File: src/rtl/vram_pkg.sv
// vram_pkg: shared VRAM widths and the line-fetch FSM state type
package vram_pkg;
  localparam int VRAM_ADDR_W = 15;
  localparam int VRAM_DATA_W = 32;
  typedef enum logic [1:0] {IDLE, FETCH, DRAIN, ABORT} fetch_state_e;
endpackage

File: src/rtl/sync_fifo.sv
// sync_fifo: power-of-two FIFO with registered head word and synchronous flush
module sync_fifo #(
  parameter int WIDTH = 32,
  parameter int DEPTH = 8
) (
  input  logic                     clk,
  input  logic                     rst_n,
  input  logic                     push,
  input  logic                     pop,
  input  logic                     flush,
  input  logic [WIDTH-1:0]         din,
  output logic [WIDTH-1:0]         dout,
  output logic [$clog2(DEPTH):0]   count
);
  localparam int AW = $clog2(DEPTH);
  localparam int CW = AW + 1;
  logic [WIDTH-1:0] mem [DEPTH];
  logic [AW-1:0] wr_ptr, rd_ptr;
  logic do_pop, head_from_din;
  assign do_pop = pop && count != '0;
  // A push into an empty (or just-emptied) FIFO becomes the head directly
  assign head_from_din = push && (count == '0 || (count == CW'(1) && do_pop));
  always_ff @(posedge clk or negedge rst_n)
    if (!rst_n) begin
      wr_ptr <= '0;
      rd_ptr <= '0;
      count  <= '0;
      dout   <= '0;
    end else if (flush) begin
      wr_ptr <= '0;
      rd_ptr <= '0;
      count  <= '0;
    end else begin
      if (push) wr_ptr <= wr_ptr + 1'b1;
      if (do_pop) rd_ptr <= rd_ptr + 1'b1;
      count <= count + CW'(push) - CW'(do_pop);
      dout  <= head_from_din ? din : do_pop ? mem[rd_ptr + 1'b1] : dout;
    end
  always_ff @(posedge clk)
    if (push && !flush) mem[wr_ptr] <= din;
endmodule

File: src/rtl/vram_line_fetch.sv
// vram_line_fetch: burst reader of consecutive VRAM words into a valid/ready stream
module vram_line_fetch
  import vram_pkg::*;
#(
  parameter int FIFO_DEPTH = 8
) (
  input  logic                   clk,
  input  logic                   rst_n,
  input  logic                   start,
  input  logic [VRAM_ADDR_W-1:0] base_addr,
  input  logic [7:0]             word_count,
  input  logic                   abort,
  output logic                   busy,
  output logic                   done,
  output logic [VRAM_ADDR_W-1:0] vram_addr,
  output logic                   vram_strobe,
  input  logic                   vram_ack,
  input  logic [VRAM_DATA_W-1:0] vram_rddata,
  output logic [VRAM_DATA_W-1:0] out_data,
  output logic                   out_valid,
  input  logic                   out_ready
);
  localparam int CW = $clog2(FIFO_DEPTH) + 1;
  fetch_state_e state, state_next;
  logic [VRAM_ADDR_W-1:0] addr_next;
  logic [8:0] remaining, remaining_next;
  logic [CW-1:0] count, count_next;
  logic strobe_q, go, push, pop, flush, last_pop;
  assign go = state == IDLE && start;
  // Acks are only honoured when a request was actually on the bus last cycle
  assign push = vram_ack && strobe_q && state == FETCH && !abort;
  assign pop = out_valid && out_ready;
  assign flush = abort && (state == FETCH || state == DRAIN);
  assign last_pop = state == DRAIN && pop && count == CW'(1) && !abort;
  assign count_next = flush ? '0 : count + CW'(push) - CW'(pop);
  assign remaining_next = go ? {word_count == 8'd0, word_count} : push ? remaining - 9'd1 : remaining;
  assign addr_next = go ? base_addr : push ? vram_addr + 1'b1 : vram_addr;
  assign out_valid = count != '0;
  assign busy = state != IDLE;
  always_comb
    state_next = go ? FETCH :
                 flush ? ABORT :
                 (state == FETCH && push && remaining == 9'd1) ? DRAIN :
                 (last_pop || state == ABORT) ? IDLE : state;
  always_ff @(posedge clk or negedge rst_n)
    if (!rst_n) state <= IDLE;
    else state <= state_next;
  always_ff @(posedge clk or negedge rst_n)
    if (!rst_n) begin
      vram_addr   <= '0;
      remaining   <= '0;
      vram_strobe <= 1'b0;
      strobe_q    <= 1'b0;
      done        <= 1'b0;
    end else begin
      vram_addr   <= addr_next;
      remaining   <= remaining_next;
      vram_strobe <= state_next == FETCH && remaining_next != 9'd0 && count_next < CW'(FIFO_DEPTH);
      strobe_q    <= vram_strobe;
      done        <= last_pop;
    end
  sync_fifo #(.WIDTH(VRAM_DATA_W), .DEPTH(FIFO_DEPTH)) u_fifo (
    .clk   (clk),
    .rst_n (rst_n),
    .push  (push),
    .pop   (pop),
    .flush (flush),
    .din   (vram_rddata),
    .dout  (out_data),
    .count (count)
  );
endmodule

File: config.mk
export PLATFORM = sky130hd
export DESIGN_NAME = vram_line_fetch
export DESIGN_NICKNAME = d
export VERILOG_FILES = /design/src/rtl/vram_pkg.sv /design/src/rtl/sync_fifo.sv /design/src/rtl/vram_line_fetch.sv
export SDC_FILE = /design/constraint.sdc
export NUM_CORES = 1
export LEC_CHECK = 0
export ABC_CLOCK_PERIOD_IN_PS = 7100
export BUFFER_PORTS_ARGS = -buffer_cell sky130_fd_sc_hd__buf_2
export CAP_MARGIN = 20
export CELL_PAD_IN_SITES_DETAIL_PLACEMENT = 0
export CELL_PAD_IN_SITES_GLOBAL_PLACEMENT = 2
export CORE_ASPECT_RATIO = 0.9
export CORE_MARGIN = 2
export CORE_UTILIZATION = 44
export CTS_BUF_LIST = sky130_fd_sc_hd__clkbuf_8
export CTS_CLUSTER_SIZE = 8
export DETAILED_ROUTE_END_ITERATION = 7
export PLACE_DENSITY_LB_ADDON = 0.1
export SLEW_MARGIN = 20
export SYNTH_ARGS = -nofsm -noshare
export SYNTH_HDL_FRONTEND = slang
export SYNTH_HIERARCHICAL = 1
export SYNTH_SLANG_ARGS = --single-unit
File: constraint.sdc
create_clock -name clk -period 7.1 [get_ports clk]
set_clock_uncertainty 0.15 [all_clocks]
set_input_delay 2.13 -clock clk [delete_from_list [all_inputs] [get_ports clk]]
set_output_delay 2.13 -clock clk [all_outputs]
set_load 0.02 [all_outputs]
==> Word level (Yosys, flattened, before mapping) <==
Memories as Yosys holds them, arrays and structs flattened.
Index checks and enable logic that the tools add are counted.
Widths: inputs -> output; s select.
{ "classes": {"add_sub_neg": 7, "magnitude_cmp": 1, "eq_ne": 6, "mux": 18, "bitwise": 1, "reduce_logical": 33} }
{ "op_table": {"columns": ["operator", "n"], "rows": [
  ["$mux 32", 2],
  ["$mux 15", 2],
  ["$mux 9", 2],
  ["$logic_and 1x1->1", 17],
  ["$add 15x1->15 const B", 1],
  ["$mux 3", 4],
  ["$reduce_bool 2->1", 5],
  ["$eq 9x1->1 const B", 1],
  ["$reduce_bool 9->1", 1],
  ["$sub 9x1->9 const B", 1],
  ["$logic_not 8->1", 1],
  ["$mux 2", 4],
  ["$mux 4", 2],
  ["$sub 4x1->4", 2],
  ["$add 3x1->3 const B", 2],
  ["$add 4x1->4", 1],
  ["$eq 2x1->1 const B", 2],
  ["$eq 2x2->1 const B", 2],
  ["$eq 4x1->1 const B", 1],
  ["$logic_not 4->1", 1],
  ["$lt 4x4->1 const B", 1],
  ["$reduce_bool 4->1", 1],
  ["$logic_or 1x1->1", 3],
  ["$logic_not 1->1", 2],
  ["other kinds (4)", 5]
]} }
{ "word_totals": {"reg_bits": 71, "ram_bits": 256, "in_bits": 61, "output_inout_bits": 51, "word_cells": 77, "n_memories": 1} }
{ "mem_list": {"columns": ["memory", "depth", "word_bits", "read_ports", "rd_clocked_by_memory_dff", "wr", "line", "rtl"], "rows": [
  ["u_fifo.mem", 8, 32, 1, 0, 1, "sync_fifo.sv:17", "logic [WIDTH-1:0] mem [DEPTH];"]
]} }

==> Logic depth before layout (Yosys ltp) <==
{ "depth": {"word_depth": 13, "mapped_depth": 14, "mapped_depth_nobuf": 14} }

==> Hierarchy <==
The synthesis kept the hierarchy.
{ "modules_own_cells": {"columns": ["mod", "instances", "cells_each", "area_per_inst_um2"], "rows": [
  ["sync_fifo", 1, 872, 12528.3],
  ["vram_line_fetch", 1, 199, 1765.4]
]} }

==> Least setup slack after synthesis <==
No wires, ideal clock.
{ "synth_timing": {"path_type": "input-to-reg", "start": "input port abort", "end": "memory u_fifo.mem[0][0], enable pin", "arrival_ps": 6035, "required_ps": 6449, "setup_slack_ps": 414, "stages": 6, "n_path_buf": 3, "cell_sequence": "and4b_1 > buf_4 > buf_6 > buf_2 > nand2b_1 > nor4_1"} }
{ "synth_between": {"elab_chain_cells": 5, "elab_cells_between_ends": 7, "classes_between": "mux (2); reduce/logical (5)"} }
{ "synth_lines": {"columns": ["element", "line", "rtl"], "rows": [
  ["from (decl)", "vram_line_fetch.sv:12", "input logic abort,"],
  ["$logic_not 1->1", "vram_line_fetch.sv:31", "assign push = vram_ack && strobe_q && state == FETCH && !abort;"],
  ["$logic_and 1x1->1", "vram_line_fetch.sv:31", null],
  ["net push", "vram_line_fetch.sv:28", "logic strobe_q, go, push, pop, flush, last_pop;"],
  ["$logic_and 1x1->1", "sync_fifo.sv:40", "if (push && !flush) mem[wr_ptr] <= din;"],
  ["$mux 1", "sync_fifo.sv:40", null],
  ["$mux 1 (not written as such)", "sync_fifo.sv:40", null],
  ["to (decl)", "sync_fifo.sv:17", null]
]} }
The timed path passes the listed nets, and every way through them passes these cells.

==> Final worst setup path <==
{ "layout_timing": {"start": "input port abort", "end": "register u_fifo.dout[29]"} }
{ "layout_between": {"elab_chain_cells": 5, "elab_cells_between_ends": 8, "classes_between": "mux (1); bitwise (1); reduce/logical (6)"} }
{ "layout_lines": {"columns": ["element", "line", "rtl"], "rows": [
  ["$logic_not 1->1", "vram_line_fetch.sv:31", null],
  ["$logic_and 1x1->1", "vram_line_fetch.sv:31", null],
  ["$logic_and 1x1->1", "sync_fifo.sv:22", "assign head_from_din = push && (count == '0 || (count == CW'(1) && do_pop));"],
  ["$reduce_bool 2->1 (no source line)", null, null],
  ["$reduce_and 2->1 (no source line)", null, null],
  ["to (signal assigned)", "sync_fifo.sv:37", "dout <= head_from_din ? din : do_pop ? mem[rd_ptr + 1'b1] : dout;"],
  ["to (decl)", "sync_fifo.sv:12", "output logic [WIDTH-1:0] dout,"]
]} }
Several ways; a longest one is shown, not always the timed one.
A chain may end at the register's enable or synchronous reset.

==> results by group <==
Final layout
  – Layout cell share with drive strength beyond 1: between 20% and 30%
  – Layout area overhead: 14.3%
  – Final standard cell count with taps included and fillers excluded: roughly 1600
  – Final cell utilization of the core: 51.1%
  – Final #Nets: 1266
  – Antenna Cells: 0

Logic synthesis
  – Net Count, Synth: 1150
  – Adder and majority cell fraction of the synthesized area: ~1.6%
  – Post-synthesis instance area: approximately 0.014 mm^2
  – Dominant combinational cell family by area after synthesis: simple AND/OR/NAND/NOR gates
  – Ys async rst share: about 22%
  – Synth unique cells: 50
  – Top area cells in the synthesized netlist: sky130_fd_sc_hd__edfxtp_1 54%, sky130_fd_sc_hd__dfrtp_1 12%, sky130_fd_sc_hd__mux2i_1 4.6%
  – Commonest register cell after synthesis: sky130_fd_sc_hd__edfxtp_1
  – Total of flip-flops plus latches after synthesis: 327
  – Yosys Warn Count: 6
  – Most numerous cell in the Yosys netlist: sky130_fd_sc_hd__edfxtp_1
  – Number of flops mapped to enable cells by yosys: approximately 260
  – Yosys top cell by area: sky130_fd_sc_hd__edfxtp_1
  – Share of synthesized area occupied by flip-flops and latches: 66.2%
  – Top cells by count, synth: 256 x sky130_fd_sc_hd__edfxtp_1, 103 x sky130_fd_sc_hd__nand2_1, 71 x sky130_fd_sc_hd__dfrtp_1
  – Mux cell area share after synthesis: 7.14%
  – Area fraction in compound gates after synthesis: 6.99%
  – Synth top area share: a little over half
  – Post-synthesis xor/xnor area fraction: ~2.1%
  – Post-synthesis area per instance: ~13 um^2
  – Simple-Gate Fraction of Synth Area: approximately 12%
  – Gate count of the mapped netlist: around 1100

Setup path
  – Type of origin of the critical path: input port
  – Crit-path max FO: 17
  – Number of cells traversed by the worst register-to-register path: 6
  – Data arrival time of the worst path: around 4.8 ns
  – Data required time of the worst path: between 7 and 8 ns
  – Capturing element type of the critical path: flip-flop
  – Setup Crit Path Kind: in -> reg

Global route
  – Largest net degree at the start of global routing: 89
  – Global-route usage over all layers: between 10% and 20%
  – Via count of the first global-routing pass: 8892
  – Number of antenna violations at the first check in global routing: 0
  – First-pass GRT wire length: roughly 51000 um
  – Total congestion overflow: 0

Clocking
  – Clock buffer count from CTS: 54
  – CTS root buffer: sky130_fd_sc_hd__clkbuf_8
  – Number of hold buffers added after cts: 0
  – Maximum level of the CTS H-tree: 2
  – Number of buffers on the longest clock path: 3
  – Post-CTS Setup Inserts: 0
  – Number of clock sinks: roughly 330
  – Clk_lat worst skew: 0.58 ns
  – TritonCTS clock tree: done
  – Clock-pin slew on the worst setup and hold paths: about 0.05 ns
  – Cts repair resizes: 0

Power
  – Total Power: between 6000 and 7000 uW
  – Static Leakage: between 0.006 and 0.007 uW
  – Maximum resistive drop on vdd: 278 uV
  – Power density of the placed cells: just under 400 mW/mm^2

STA
  – Hold Violations, Final: 0
  – Period minus WS final: ~4.5 ns
  – Setup Viol. Count Final: 0
  – Max Clock Freq: 224 MHz
  – Setup slack of the critical path after layout: ~2.6 ns
  – Setup TNS Final: 0 ns
  – Ratio of final minimum period to clock period: approximately 63%
  – RSZ-0062 raised after global routing: no
  – Worst relative slew slack: between 30% and 40%
  – Number of slew-limit violations in the final report: 0
  – Worst Max-Slew Pin Slew: between 1 and 1.5 ns

Floorplan
  – Area enclosed by the die boundary: between 0.03 and 0.04 mm^2
  – X dimension of the die: slightly below 200 um
  – Die outline height: approximately 170 um
  – I/O pin total: 112
  – Initial core utilization: between 40% and 50%
  – Area of the core: 0.0320 mm^2
  – Cell row count: between 60 and 70

Worst hold path
  – Kind of path behind the tightest hold check: reg -> reg
  – Hold depth: 0

Detailed routing
  – Post-Route WL: about 32000 um
  – First drt pass iteration count: 4
  – Iteration-0 DRC count of the detailed router: between 400 and 500
  – Post-DRT Antenna Nets: 0
  – Routed length per instance: slightly below 20 um
  – Via count normalized by instance count: roughly 5.3
  – Count of unresolved DRC violations after routing: 0
  – Vias: around 8800

Placed design
  – RePlAce Congestion: approximately 0.74
  – Input/output buffers: 111
  – Post-placement setup slack: between 1.5 and 2 ns
  – Detailed placement HPWL: ~18000 um
  – Post-placement cell count: ~1500

Run status
  – Outcome: finished clean

Flow run
  – Max-cap violation count: 0
cells by family (layout without fill, tap and decap cells):
group / count (synthesis) / count (layout)
mux: 98 / 98
xor+xnor: 31 / 31
simple gates: 346 / 346
buf+inv: 116 / 276
flops: 327 / 327
compound gates: 135 / 135
fa+ha+maj: 18 / 18
routing by layer:
layer | vias to the layer above | global-route usage (%) | wire length (um)
met5 | - | 0 | 0
met4 | 0 | 4.45 | 456
met3 | 37 | 3.92 | 1390
met2 | 176 | 30.4 | 14500
met1 | 4371 | 27.7 | 15600
li1 | 4222 | - | -
placed cells by master (no fill, tap or decap), types with 9 or more instances in the layout:
| cell | count |
|---|---|
| sky130_fd_sc_hd__ha_1 | 16 |
| sky130_fd_sc_hd__nand3_1 | 9 |
| sky130_fd_sc_hd__mux2i_1 | 66 |
| sky130_fd_sc_hd__edfxtp_1 | 256 |
| sky130_fd_sc_hd__clkbuf_8 | 61 |
| sky130_fd_sc_hd__buf_2 | 110 |
| sky130_fd_sc_hd__nor2_1 | 58 |
| sky130_fd_sc_hd__nor3_1 | 67 |
| sky130_fd_sc_hd__nand3b_1 | 66 |
| sky130_fd_sc_hd__dfrtp_1 | 70 |
| sky130_fd_sc_hd__inv_1 | 72 |
| sky130_fd_sc_hd__buf_4 | 18 |
| sky130_fd_sc_hd__xor2_1 | 17 |
| sky130_fd_sc_hd__xnor2_1 | 12 |
| sky130_fd_sc_hd__a221o_1 | 32 |
| sky130_fd_sc_hd__o21ai_1 | 16 |
| sky130_fd_sc_hd__nand2_1 | 103 |
| sky130_fd_sc_hd__a31oi_1 | 34 |
| sky130_fd_sc_hd__a211oi_1 | 32 |
| sky130_fd_sc_hd__mux2_2 | 32 |
power breakdown:
group          switching [uW]  internal, uW
clock                     723           784
sequential                211          2270
combinational            1500           962
total                    2430          4010
through the flow:
step / cell area, um^2 / hold WS [ns]
after global placement: 15300 / 0.262
final: 16300 / 0.252
after floorplan: 14300 / 0.344
after global routing: 16300 / 0.260
after detailed placement: 15300 / 0.245
after CTS: 16300 / 0.257
registers in the layout, summed over array words and instances, names as in the netlist:
name	count
done	1
state	2
u_fifo/wr_ptr	3
u_fifo/rd_ptr	3
u_fifo/count	4
vram_addr	15
vram_strobe	1
strobe_q	1
u_fifo/mem	256
u_fifo/dout	32
remaining	9
path summary, 6_finish.rpt:
kind	slack, ns	start	to
max reg2reg	3.48	u_fifo/rd_ptr[0]	u_fifo/dout[9]
min in group asynchronous	1.38	rst_n	remaining[6]
max in group asynchronous	4.40	rst_n	u_fifo/rd_ptr[0]
min	0.25	vram_strobe	strobe_q
max	2.63	abort	u_fifo/dout[29]
min reg2reg	0.25	vram_strobe	strobe_q
critical path, cell delays in order:
cell and delay (ns):
sky130_fd_sc_hd__buf_2 0.11, sky130_fd_sc_hd__and4b_1 0.55, sky130_fd_sc_hd__buf_4 0.32, sky130_fd_sc_hd__or3b_2 0.47, sky130_fd_sc_hd__a21o_1 0.45, sky130_fd_sc_hd__buf_4 0.35, sky130_fd_sc_hd__a221o_1 0.37
area by class of cell:
class / instances / area [um^2]
Tap cell: 416 / 520
Timing Repair Buffer: 131 / 761
Clock buffer: 61 / 840
Multi-Input combinational cell: 628 / 4430
Clock inverter: 39 / 161
Sequential cell: 327 / 9470
Inverter: 45 / 169
Fill cell: 2851 / 15600
No activity file was read; power rests on OpenSTA's default activity.
